## src/rtl/enemy_move_ctrl.sv

```systemverilog
// Enemy tank direction controller: requests a random direction, holds it for
// HOLD_FRAMES frames or until a collision, and emits one move pulse per frame.
module enemy_move_ctrl #(
  parameter int unsigned HOLD_FRAMES = 64,
  parameter int unsigned CNT_BITS    = 10
) (
  input  logic       clk,
  input  logic       resetN,
  input  logic       enable,
  input  logic       startOfFrame,
  input  logic       collision,
  input  logic [1:0] rand_dir,
  output logic       rise,
  output logic [1:0] dir,
  output logic       move_en,
  output logic       busy
);

  typedef enum logic [1:0] {StIdle, StReq, StWait, StMove} state_e;

  state_e              state_q, state_d;
  logic [CNT_BITS-1:0] cnt_q, cnt_d;
  logic                col_flag_q, col_flag_d;
  logic [1:0]          prev_dir_q, prev_dir_d;
  logic [1:0]          dir_q, dir_d;
  logic                rise_q, rise_d;
  logic                move_en_q, move_en_d;
  logic                busy_q, busy_d;

  always_ff @(posedge clk or negedge resetN) begin
    if (!resetN) begin
      state_q    <= StIdle;
      cnt_q      <= '0;
      col_flag_q <= 1'b0;
      prev_dir_q <= 2'd0;
      dir_q      <= 2'd0;
      rise_q     <= 1'b0;
      move_en_q  <= 1'b0;
      busy_q     <= 1'b0;
    end else begin
      state_q    <= state_d;
      cnt_q      <= cnt_d;
      col_flag_q <= col_flag_d;
      prev_dir_q <= prev_dir_d;
      dir_q      <= dir_d;
      rise_q     <= rise_d;
      move_en_q  <= move_en_d;
      busy_q     <= busy_d;
    end
  end

  always_comb begin
    state_d    = state_q;
    cnt_d      = cnt_q;
    col_flag_d = col_flag_q;
    prev_dir_d = prev_dir_q;
    dir_d      = dir_q;
    move_en_d  = 1'b0;

    unique case (state_q)
      StIdle: begin
        if (enable) state_d = StReq;
      end
      StReq: begin
        state_d = StWait;
      end
      StWait: begin
        // After a collision, never redraw the direction that just hit something.
        if (col_flag_q && (rand_dir == prev_dir_q)) dir_d = rand_dir + 2'd1;
        else                                          dir_d = rand_dir;
        cnt_d      = CNT_BITS'(HOLD_FRAMES);
        col_flag_d = 1'b0;
        state_d    = StMove;
      end
      StMove: begin
        if (!enable) begin
          state_d = StIdle;
        end else if (collision) begin
          prev_dir_d = dir_q;
          col_flag_d = 1'b1;
          state_d    = StReq;
        end else if (startOfFrame) begin
          if (cnt_q != '0) begin
            cnt_d     = cnt_q - 1'b1;
            move_en_d = 1'b1;
          end else begin
            state_d = StReq;
          end
        end
      end
      default: state_d = StIdle;
    endcase

    // Outputs are registered, so decode them from the next state.
    rise_d = (state_d == StReq);
    busy_d = (state_d == StReq) || (state_d == StWait);
  end

  assign rise    = rise_q;
  assign dir     = dir_q;
  assign move_en = move_en_q;
  assign busy    = busy_q;

endmodule

```

## config.mk

```make
export PLATFORM = sky130hd
export DESIGN_NAME = enemy_move_ctrl
export DESIGN_NICKNAME = d
export VERILOG_FILES = /design/src/rtl/enemy_move_ctrl.sv
export SDC_FILE = /design/constraint.sdc
export NUM_CORES = 1
export LEC_CHECK = 0
export ABC_CLOCK_PERIOD_IN_PS = 3060
export CORE_UTILIZATION = 30
export CTS_BUF_LIST = sky130_fd_sc_hd__clkbuf_4 sky130_fd_sc_hd__clkbuf_8 sky130_fd_sc_hd__clkbuf_16
export DETAILED_ROUTE_END_ITERATION = 6
export GPL_ROUTABILITY_DRIVEN = 0
export PLACE_DENSITY = 0.47
export SLEW_MARGIN = 40
export SYNTH_ARGS = -nofsm -noshare
export SYNTH_HDL_FRONTEND = slang
export SYNTH_SLANG_ARGS = --single-unit
```

## constraint.sdc

```tcl
create_clock -name clk -period 3.06 [get_ports clk]
set_input_delay 0.612 -clock clk [delete_from_list [all_inputs] [get_ports clk]]
set_output_delay 0.612 -clock clk [all_outputs]
set_load 0.03 [all_outputs]
```

==> reports/results.ini, run 1 <==
[run_status]
status = completed

[yosys]
ys_ff_latch = 20
ys.flop_type = dfrtp_1
synth_edf_count = 0
synth-seq-area-share = 0.5013
synth_area_leaders = dfrtp_1 50%, a21oi_1 3.5%, o31ai_1 3.0%, nand2_1 2.6%, a31oi_1 2.5%
synth.avg_cell_area_um2 = 10.29
synth_fp_nets = 106
synthArstFlopShare = 1.000
yosys_warnings = 0
netlist_area_um2 = 998.5
yosys.area.top_type = dfrtp_1
yosys.cell_types.count = 35
synth_cells = 97
yosysTopAreaCellShare = 0.5013

[global_route]
grt_max_degree = 21
grt_first_pass_wirelength_um = 3318
grt_usage = 0.1281
antenna_found_initial = 0
grt_pass1_vias = 732
grt-ovfl-total = 0

[finish]
diodes = 0
final_util = 0.3806
instances_no_fill = 154
drive_gt1_frac = 0.1455
area_delta_synth_final_pct = 18.30
fin_nets = 120

[critical_path]
critPathLaunch = enable
worstSetupPathType = input port to flip-flop
path_buf_inv = 1
path_delay_family = simple AND/OR/NAND/NOR gates
r2r-start = cnt_q[1]
cp_max_fo = 14
path_cells = clkdlybuf4s50_1 -> nand4b_1 -> a31o_2 -> or4_2 -> a21oi_1
worst_setup_path_end_kind = flip-flop
worstPathArrival_ns = 2.44
start_kind = input port
max_stage_delay_ns = 0.57
cp_slowest_cell = clkdlybuf4s50_1
critPathRequiredTime_ns = 3.29

[cts]
cts-buffers-inserted = 3
cts-root-buf = clkbuf_4
cts_setup_buffers = 0
hold_buffers = 0
cts.htree.levels = 1
clock_latency_ns = 0.30
path_clk_slew_ns = 0.11
cts.sinks = 20
clockBufferDepth = 2
cts_resized = 0
cts_tree = built

[placement]
place_inst = 150
hpwl_um = 1366
io_buffers = 11

[timing]
finalCritPeriodShare = 0.7220
rsz0062_at_grt = no
relSlewSlack = 0.6170
slew_violations = 0
fin_worst_skew_ns = 0.005248
report.final.hold_viol_count = 0
clock.fmax_ghz = 0.4526
worstMarginPinSlew_ns = 0.5693
setup-tns-final_ns = 0
setup_viol = 0
final.min_clock_period_ns = 2.209

[route]
viasPerCell = 4.825
vias = 743
drt_iter0_markers = 22
antenna_left = 0
firstDrtPassIters = 4
drc = 0
finalWirelength_um = 1909
wire_per_inst_um = 12.40

[die]
placementRows = 20
start_util = 0.3218
die_w_um = 59.69
die-area_um2 = 3563
core-area_um2 = 3103
boundaryPins = 12
dieHeight_um = 59.69

[hold_path]
hp-start = cnt_q[0]
holdCritPathClass = flip-flop to flip-flop

[power]
powerDensity_nw_per_um2 = 960.3
total_power_mw = 1.134
p_leak_nw = 0.4900
peakVddDrop_uv = 342.0

[flow_run]
maxCapViolations = 0

## power by group
part           leakage [nW]  internal, mW  switching (mW)
logic                 0.216         0.228           0.283
clock network        0.0210        0.0726          0.0829
registers             0.253         0.367           0.100
total                 0.490         0.668           0.466
## final cells by class
class	count	area (µm²)
Fill cell	333	1922
Sequential cell	20	500.5
Multi-Input combinational cell	68	449.2
Timing Repair Buffer	12	117.6
Tap cell	44	55.05
Clock buffer	4	36.28
Inverter	6	22.52
## synth_stat cells, drive strengths merged, types with 3 or more instances
cell / instances
o31ai: 4
a21oi: 7
o21ai: 4
nor2: 5
a31oi: 4
nand2: 7
nand4: 3
or4: 3
dfrtp: 20
or3: 8
inv: 6
## flip-flops by register name, indices dropped and copies added (netlist names)
name	count
col_flag_q	1
state_q	2
prev_dir_q	2
cnt_q	10
dir	2
busy	1
rise	1
move_en	1
## layer usage
metal,GRT usage,up-vias,wire length (µm)
li1,-,380,-
met1,0.1783,350,1019
met2,0.1873,9,806
met3,0.02381,4,57
met4,0.06977,0,25
met5,0,-,0
## path summary, 6_finish.rpt
check | end | slack [ns] | cells after the start
max in group asynchronous | cnt_q[2] | 2.22 | 2
setup reg to reg | cnt_q[8] | 0.95 | 6
hold reg to reg | cnt_q[0] | 0.52 | 1
setup / recovery | cnt_q[4] | 0.85 | 5
min in group asynchronous | cnt_q[8] | 0.63 | 2
hold / removal | cnt_q[0] | 0.52 | 1
## placed cells by master, fill, tap and decap left out, types with 2 or more instances in the layout
cell / n
a21oi_1: 7
a31oi_1: 4
clkbuf_4: 3
clkdlybuf4s50_1: 11
dfrtp_1: 20
ha_1: 2
inv_1: 6
mux2_2: 2
nand2_1: 7
nand4_1: 3
nor2_1: 5
nor3_1: 2
o21ai_0: 4
o31ai_1: 4
or2_2: 2
or3_1: 4
or3_2: 3
xor2_1: 2
## stage by stage
stage | setup slack [ns] | hold WS (ns) | cell area, µm²
after floorplan | 1.067 | 0.3164 | 998.5
after global placement | 0.5829 | 0.5027 | 1145
after detailed placement | 0.5388 | 0.5131 | 1145
after CTS | 0.8766 | 0.5273 | 1181
after global routing | 0.7631 | 0.5470 | 1181
final | 0.8506 | 0.5199 | 1181
## cells by family after synthesis
kind of cell | synth area share
DFF | 0.5013
adders and majority gates | 0.03508
muxes | 0.02255
and+or+nand+nor | 0.2218
AOI/OAI and AO/OA | 0.1441
buffers and inverters | 0.04887
xor gates and xnor gates | 0.02632
No activity file was read; power rests on OpenSTA's default activity.
==> inputs of run 2 (changes only) <==
ABC_CLOCK_PERIOD_IN_PS = 2300   (was 3060)
clock period = 2.3 ns   (was 3.06 ns; I/O delays follow)
==> reports/results.ini, run 2 (synthesis gave the netlist of run 1 again) <==
[critical_path]
r2r-start = cnt_q[1]
worst_setup_path_end_kind = flip-flop
cp_slowest_cell = or4_4
max_stage_delay_ns = 0.55
start_kind = flip-flop
critPathRequiredTime_ns = 2.53
cp_max_fo = 4
r2r_end = cnt_q[8]
worstPathArrival_ns = 2.33
worstRegToRegCells = 6
path_cells = inv_1 -> ha_1 -> or2b_1 -> or4_4 -> or4_1 -> a21oi_1
r2r_slack_ns = 0.20
worstSetupPathType = flip-flop to flip-flop

[finish]
layout_common_cells = 20 x dfrtp_1, 11 x clkdlybuf4s50_1, 7 x nand2_1, 7 x a21oi_1
fin_nets = 125
instances_no_fill = 159
final_common_cell = dfrtp_1
design_area_um2 = 1219
n_fill_cell = 340
diodes = 0
area_delta_synth_final_pct = 22.06
multiInputGateArea_um2 = 449.2
drive_gt1_frac = 0.1826
largest-register = cnt_q
largest_register_ffs = 10
final_util = 0.3927
regArea_um2 = 500.5

[global_route]
antenna_found_initial = 0
grt-ovfl-total = 0
grt_usage = 0.1283
grt_pass1_vias = 716
grt_first_pass_wirelength_um = 3318
grt_max_degree = 21

[power]
clockPowerShare = 0.132
total_power_mw = 1.539
power_frac_comb = 0.460
powerDensity_nw_per_um2 = 1263
p_int_mw = 0.9071
p_switching_mw = 0.6316
p_leak_nw = 0.5128
seq_power_share = 0.408
p_sw_frac = 0.4105
peakVddDrop_uv = 639.0

[timing]
worstMarginPinSlew_ns = 0.3993
rsz0062_at_grt = no
slew_violations = 0
fin_worst_skew_ns = 0.006428
final.min_clock_period_ns = 2.097
clock.fmax_ghz = 0.4769
finalCritPeriodShare = 0.9117
relSlewSlack = 0.7338
setup-tns-final_ns = 0
setup_viol = 0
report.final.hold_viol_count = 0

[placement]
placed_area_um2 = 1182
hpwl_um = 1441
place_inst = 155
io_buffers = 11

[cts]
cts_setup_buffers = 0
path_clk_slew_ns = 0.11
cts_tree = built
clock_latency_ns = 0.30
cts.sinks = 20
cts-buffers-inserted = 3
clockBufferDepth = 2
cts_resized = 0
cts-root-buf = clkbuf_4
hold_buffers = 0
cts.htree.levels = 1

[route]
drt_iter0_markers = 37
antenna_left = 0
finalWirelength_um = 1970
viasPerCell = 4.862
vias = 773
wire_per_inst_um = 12.39
firstDrtPassIters = 4
drc = 0

[die]
die-area_um2 = 3563
core-area_um2 = 3103
die_w_um = 59.69
start_util = 0.3218
dieHeight_um = 59.69
placementRows = 20
boundaryPins = 12

[flow_run]
maxCapViolations = 0

[run_status]
status = completed

[hold_path]
holdCritPathClass = input port to asynchronous set/reset pin

-- run 2: cell type report --
cell class              count  share of cell area
repair buffers             17              0.1273
well taps                  44             0.04517
inverters                   6             0.01848
flip-flops and latches     20              0.4107
multi-input cells          68              0.3686
clock buffers               4             0.02977
-- run 2: worst max-delay path by stage --
stage | start | end | slack (ns) | cells after the start
global route | cnt_q[1] | cnt_q[8] | 0.08 | 6
detailed placement | collision | cnt_q[8] | 0.01 | 5
CTS | cnt_q[1] | cnt_q[8] | 0.20 | 6
global placement | collision | cnt_q[8] | 0.05 | 5
finish | cnt_q[1] | cnt_q[8] | 0.20 | 6
floorplan | cnt_q[0] | cnt_q[8] | 0.31 | 6
-- run 2: worst max-delay path: cells and delay by family (launching register included) --
kind                       cells  cell delay (ns)
buffers and inverters          1             0.09
adders and majority gates      1             0.18
DFF                            1             0.39
and+or+nand+nor                3             1.23
AOI/OAI and AO/OA              1             0.14
-- run 2: power groups by stage --
stage | Clock [mW] | Sequential (mW) | Combinational [mW]
floorplan | 0 | 0.655 | 0.490
global placement | 0 | 0.630 | 0.715
detailed placement | 0 | 0.632 | 0.718
CTS | 0.216 | 0.627 | 0.719
global route | 0.236 | 0.656 | 0.793
finish | 0.203 | 0.628 | 0.707
-- run 2: layer usage --
metal / routed length, µm / track usage / up-vias / part of all wire
li1: - / - / 392 / -
met5: 0 / 0 / - / 0
met3: 91 / 0.04762 / 2 / 0.046
met1: 1013 / 0.1671 / 364 / 0.51
met4: 16 / 0.04651 / 0 / 0.0081
met2: 849 / 0.1937 / 15 / 0.43
-- run 2: metrics by stage --
| step | hold slack [ns] | setup slack (ns) |
|---|---|---|
| 2_1_floorplan | 0.1644 | 0.3068 |
| 3_3_place_gp | 0.4987 | 0.04671 |
| 3_5_place_dp | 0.5111 | 0.01213 |
| 4_1_cts | 0.4770 | 0.1972 |
| 5_1_grt | 0.4827 | 0.08250 |
| 6_report | 0.4792 | 0.2031 |
